### config.mk
export PLATFORM = sky130hd
export DESIGN_NAME = fwd_hazard_unit
export DESIGN_NICKNAME = d
export VERILOG_FILES = /design/src/rtl/riscv_pkg.sv /design/src/rtl/instr_regs_decode.sv /design/src/rtl/fwd_hazard_unit.sv
export SDC_FILE = /design/constraint.sdc
export NUM_CORES = 1
export LEC_CHECK = 0
export CORE_ASPECT_RATIO = 1.1
export CORE_MARGIN = 2
export CORE_UTILIZATION = 52
export DETAILED_ROUTE_END_ITERATION = 8
export PLACE_DENSITY = 0.85
export SYNTH_ARGS = -nofsm -noshare
export SYNTH_HDL_FRONTEND = slang
export SYNTH_SLANG_ARGS = --single-unit
### constraint.sdc
create_clock -name clk -period 4.23 [get_ports clk]
set_input_delay 0.6345 -clock clk [delete_from_list [all_inputs] [get_ports clk]]
set_output_delay 0.6345 -clock clk [all_outputs]
set_load 0.01 [all_outputs]
### src/rtl/riscv_pkg.sv
// Shared RV32I opcode constants and the shadow-pipeline entry type used by the
// forwarding / hazard logic.
package riscv_pkg;

  localparam logic [6:0] OPC_OP     = 7'b0110011;
  localparam logic [6:0] OPC_OP_IMM = 7'b0010011;
  localparam logic [6:0] OPC_LOAD   = 7'b0000011;
  localparam logic [6:0] OPC_STORE  = 7'b0100011;
  localparam logic [6:0] OPC_BRANCH = 7'b1100011;
  localparam logic [6:0] OPC_JALR   = 7'b1100111;
  localparam logic [6:0] OPC_JAL    = 7'b1101111;
  localparam logic [6:0] OPC_LUI    = 7'b0110111;
  localparam logic [6:0] OPC_AUIPC  = 7'b0010111;

  typedef struct packed {
    logic       valid;
    logic [4:0] rd;
    logic       wr;
    logic       load;
  } pipe_entry_t;

  // True when entry e will produce the value of architectural register src.
  function automatic logic entry_writes(input pipe_entry_t e, input logic [4:0] src);
    return e.valid && e.wr && (e.rd == src) && (src != 5'd0);
  endfunction

endpackage

### src/rtl/instr_regs_decode.sv
// Register-usage classification of an RV32I instruction: which sources are
// read, whether rd is written, and whether the result comes from a load.
module instr_regs_decode
  import riscv_pkg::*;
(
  input  logic [31:0] id_instr,
  output logic [4:0]  rs1,
  output logic [4:0]  rs2,
  output logic [4:0]  rd,
  output logic        use_rs1,
  output logic        use_rs2,
  output logic        wr,
  output logic        load
);

  logic [6:0] opcode;
  logic       unused_bits;

  assign opcode      = id_instr[6:0];
  assign rd          = id_instr[11:7];
  assign rs1         = id_instr[19:15];
  assign rs2         = id_instr[24:20];
  assign unused_bits = ^{id_instr[31:25], id_instr[14:12]};

  always_comb begin
    use_rs1 = 1'b0;
    use_rs2 = 1'b0;
    wr      = 1'b0;
    load    = 1'b0;
    unique case (opcode)
      OPC_OP: begin
        use_rs1 = 1'b1;
        use_rs2 = 1'b1;
        wr      = 1'b1;
      end
      OPC_OP_IMM, OPC_JALR: begin
        use_rs1 = 1'b1;
        wr      = 1'b1;
      end
      OPC_LOAD: begin
        use_rs1 = 1'b1;
        wr      = 1'b1;
        load    = 1'b1;
      end
      OPC_STORE, OPC_BRANCH: begin
        use_rs1 = 1'b1;
        use_rs2 = 1'b1;
      end
      OPC_JAL, OPC_LUI, OPC_AUIPC: begin
        wr = 1'b1;
      end
      default: begin
        use_rs1 = 1'b0;
      end
    endcase
  end

endmodule

### src/rtl/fwd_hazard_unit.sv
// Forwarding-select and load-use / interlock stall generation against a
// shadow copy of the downstream pipeline (stage 1 = EX ... stage DEPTH = WB).
module fwd_hazard_unit
  import riscv_pkg::*;
#(
  parameter  int DEPTH    = 3,
  parameter  int LOAD_LAT = 1,
  parameter  int FWD_EN   = 1,
  localparam int SELW     = $clog2(DEPTH + 1)
) (
  input  logic            clk,
  input  logic            rst_n,
  input  logic            id_valid,
  input  logic [31:0]     id_instr,
  input  logic            pipe_hold,
  input  logic            flush,
  output logic            stall,
  output logic [SELW-1:0] fwd_sel_rs1,
  output logic [SELW-1:0] fwd_sel_rs2,
  output logic [15:0]     stall_count
);

  logic [4:0] dec_rs1, dec_rs2, dec_rd;
  logic       dec_use_rs1, dec_use_rs2, dec_wr, dec_load;

  instr_regs_decode u_decode (
    .id_instr (id_instr),
    .rs1      (dec_rs1),
    .rs2      (dec_rs2),
    .rd       (dec_rd),
    .use_rs1  (dec_use_rs1),
    .use_rs2  (dec_use_rs2),
    .wr       (dec_wr),
    .load     (dec_load)
  );

  pipe_entry_t stage_q [1:DEPTH];
  pipe_entry_t stage_d [1:DEPTH];
  pipe_entry_t new_entry;
  logic [15:0] count_q, count_d;

  logic            hit1, hit2, blk1, blk2, active, stall_raw;
  logic [SELW-1:0] age1, age2;

  // Scan oldest to youngest so the youngest matching stage overwrites.
  always_comb begin
    hit1 = 1'b0;
    hit2 = 1'b0;
    blk1 = 1'b0;
    blk2 = 1'b0;
    age1 = '0;
    age2 = '0;
    for (int k = DEPTH; k >= 1; k--) begin
      if (dec_use_rs1 && entry_writes(stage_q[k], dec_rs1)) begin
        hit1 = 1'b1;
        age1 = SELW'(k);
        blk1 = stage_q[k].load && (k <= LOAD_LAT);
      end
      if (dec_use_rs2 && entry_writes(stage_q[k], dec_rs2)) begin
        hit2 = 1'b1;
        age2 = SELW'(k);
        blk2 = stage_q[k].load && (k <= LOAD_LAT);
      end
    end
  end

  assign active    = id_valid && !flush;
  assign stall_raw = (FWD_EN != 0) ? ((hit1 && blk1) || (hit2 && blk2)) : (hit1 || hit2);
  assign stall     = active && stall_raw;

  assign fwd_sel_rs1 = (active && (FWD_EN != 0)) ? age1 : '0;
  assign fwd_sel_rs2 = (active && (FWD_EN != 0)) ? age2 : '0;

  // A destination of x0 never produces a forwardable value.
  always_comb begin
    new_entry = '0;
    if (id_valid && !stall && !flush) begin
      new_entry.valid = 1'b1;
      new_entry.rd    = dec_rd;
      new_entry.wr    = dec_wr && (dec_rd != 5'd0);
      new_entry.load  = dec_load;
    end
  end

  always_comb begin
    for (int k = 1; k <= DEPTH; k++) begin
      stage_d[k] = stage_q[k];
    end
    count_d = count_q;
    if (!pipe_hold) begin
      stage_d[1] = new_entry;
      for (int k = 2; k <= DEPTH; k++) begin
        stage_d[k] = stage_q[k-1];
      end
      if (stall && (count_q != 16'hFFFF)) begin
        count_d = count_q + 16'd1;
      end
    end
  end

  always_ff @(posedge clk or negedge rst_n) begin
    if (!rst_n) begin
      for (int k = 1; k <= DEPTH; k++) begin
        stage_q[k] <= '0;
      end
      count_q <= '0;
    end else begin
      stage_q <= stage_d;
      count_q <= count_d;
    end
  end

  assign stall_count = count_q;

endmodule

==> run metrics <==
status finished clean; crit path max fanout 4; FF-to-FF End stall_count[11]; number of I/O port buffers 47; HPWL after DPL 3420 um; mapped cell area 2150 um^2; Die H 71.5 um; Total GRT Usage ~22%; DRT iter0 DRCs 117; vias 1691; Worst setup SP type primary input; fin crit share 85.2%; Nets 283; reg2reg setup slack approximately 1800 ps; final RePlAce weighted congestion 0.964; vias in the first global route 1606; top post-synthesis cells by area dfrtp_1, xnor2_1, mux2_2; die area 4670 um^2; required time of the critical path around 3600 ps; Worst EP arrival around 3000 ps; post-synth top area share 44.1%; Worst Tran Pin Value 821 ps; Fin. Hold Viols 0; Syn Nets 233; Setup Fix Bufs, Post-CTS 0; slowest stage delay, CP 570 ps; min Tclk post-route 3610 ps; Post-synth top flop dfrtp_1; Power Density 312 nW/um^2; share of cells above drive strength 1 15.4%; most common cell in the netlist xnor2_1; Mean Syn Cell Area between 10 and 15 um^2; Skew-Pair Late Insertion Delay a little under 300 ps; total power 0.000869 W; Core ar. 3960 um^2; Clock Path Buffers 2; CTS Buf Count 5; CTS tree done; Post-CTS Resized 0; worst min-delay path class in -> async; largest area contributor in the netlist dfrtp_1; Post-DRT Antenna Nets 0; antenna violations before repair 0; Slew HR between 40% and 50%; critical path's most frequent cell clkdlybuf4s50_1; routed vias/inst roughly 5.7; Fin Clk Skew 11.3 ps; number of cell rows 24; Static Leakage 1.11 nW; pin count of the biggest net entering global routing 39; Final setup viols 0; unrepaired setup endpoints after global routing false; io pins 58; Mapped Cells 195; antenna cells 0; hold bufs inserted after CTS 0; Filler cells roughly 320; cell family with most CP delay buffers and inverters; Clock transition at path regs 80 ps; Initial Util 54.4%; H-tree depth 2; setup TNS 0 ps; Post-Route WL 4730 um; DIE WIDTH 65.4 um; design area 2780 um^2; #FFs+latches synth 38; global-route wire length before repair ~7700 um; top post-synthesis cells by count xnor2_1, dfrtp_1, mux2_2; Buf+Inv Stages, Crit Path 2; max-slew violations 0; sequential-to-total area share from yosys stat 44.1%; GR Overflow Total 0; crit-path cells clkdlybuf4s50_1 > and4bb_2 > o211ai_2 > or4_1 > a211oi_1 > clkdlybuf4s50_1; crit path max-delay cell type clkdlybuf4s50_1; Setup crit end kind primary output; drt wl/cell 15.9 um; Layout area overhead 29.2%; r2r worst-path depth 6; yosys warns 0; Final Util 70.2%; Placed Area between 2000 and 3000 um^2; share of flip-flops with an asynchronous set or reset 100%; CP Class in -> out; Max IR drop VDD 0.255 mV; Achievable Freq 277 MHz; # DRC 0; worst reg2reg startpoint stage_q[22]; Synth cell types 43; Root Buffer clkbuf_8; clk sink count 38; first drt pass iteration count 4; Post-synth EDFFs 0; max cap viols 0
## how the worst max path moves through the flow
| stage | endpoint | slack [ps] | cells after the start | startpoint |
|---|---|---|---|---|
| after floorplan | fwd_sel_rs2[1] | 1630 | 4 | id_instr[2] |
| after global placement | fwd_sel_rs2[1] | 640 | 6 | id_instr[5] |
| after detailed placement | fwd_sel_rs2[1] | 630 | 6 | id_instr[2] |
| after CTS | fwd_sel_rs2[1] | 630 | 6 | id_instr[2] |
| after global routing | stall | 480 | 7 | id_instr[6] |
| final | fwd_sel_rs2[1] | 620 | 6 | id_instr[2] |
## layout by cell type (no fill, tap or decap), drive strengths merged, types with 5 or more instances in the layout
master / instances
clkbuf: 5
dfrtp: 38
nor2: 11
clkdlybuf4s50: 46
nor3: 6
nand4: 11
xnor2: 40
xor2: 5
nand2: 12
nand3: 9
or4: 6
a22o: 6
mux2: 15
## power breakdown
part	switching [W]	internal, W
Sequential	0.0000187	0.000377
Clock	0.000134	0.000236
Combinational	0.0000432	0.0000590
Total	0.000196	0.000673
## logic make-up (layout without fill, tap and decap cells)
logic type / Yosys count / in the layout / synth area share (%)
buf+inv: 6 / 57 / 2.32
xor+xnor: 45 / 45 / 18.3
mux: 15 / 15 / 8.01
flops: 38 / 38 / 44.1
fa+ha+maj: 1 / 1 / 0.581
simple gates: 71 / 71 / 19.6
compound gates: 19 / 19 / 7.08
## layout make-up
type	instances	area (um^2)	area share, %
clock buffer	5	68.8	2.47
clock inverter	3	68.8	2.47
inverter	1	3.75	0.135
multi-input combinational	151	1150	41.4
sequential	38	951	34.2
tap	52	65.1	2.34
timing repair buffer	48	473	17.0
## registers in the layout (all words and copies together) (netlist names)
register,cells
stage_q,22
stall_count,16
## metrics by stage
| stage | hold WS (ps) | cells | setup slack [ps] |
|---|---|---|---|
| finish | 437 | 298 | 625 |
| global route | 502 | 298 | 476 |
| CTS | 457 | 298 | 630 |
| detailed placement | 491 | 290 | 634 |
| global placement | 483 | 290 | 644 |
| floorplan | 339 | 195 | 1630 |
## worst reg2reg max path, stage by stage (launching register included)
cell and delay [ps]:
dfrtp_1 480, xnor2_1 200, nand4_1 100, nor3_1 460
o21ba_1 730, nand4_1 210, xnor2_1 170
## per-layer routing
metal | track usage (%) | share of wire [%] | vias to the layer above
met2 | 33.8 | 46 | 61
li1 | - | - | 806
met5 | 0 | 0 | -
met1 | 28.9 | 46 | 812
met4 | 9.03 | 2.5 | 0
met3 | 5.81 | 6.2 | 12
No activity file was read; power rests on OpenSTA's default activity.
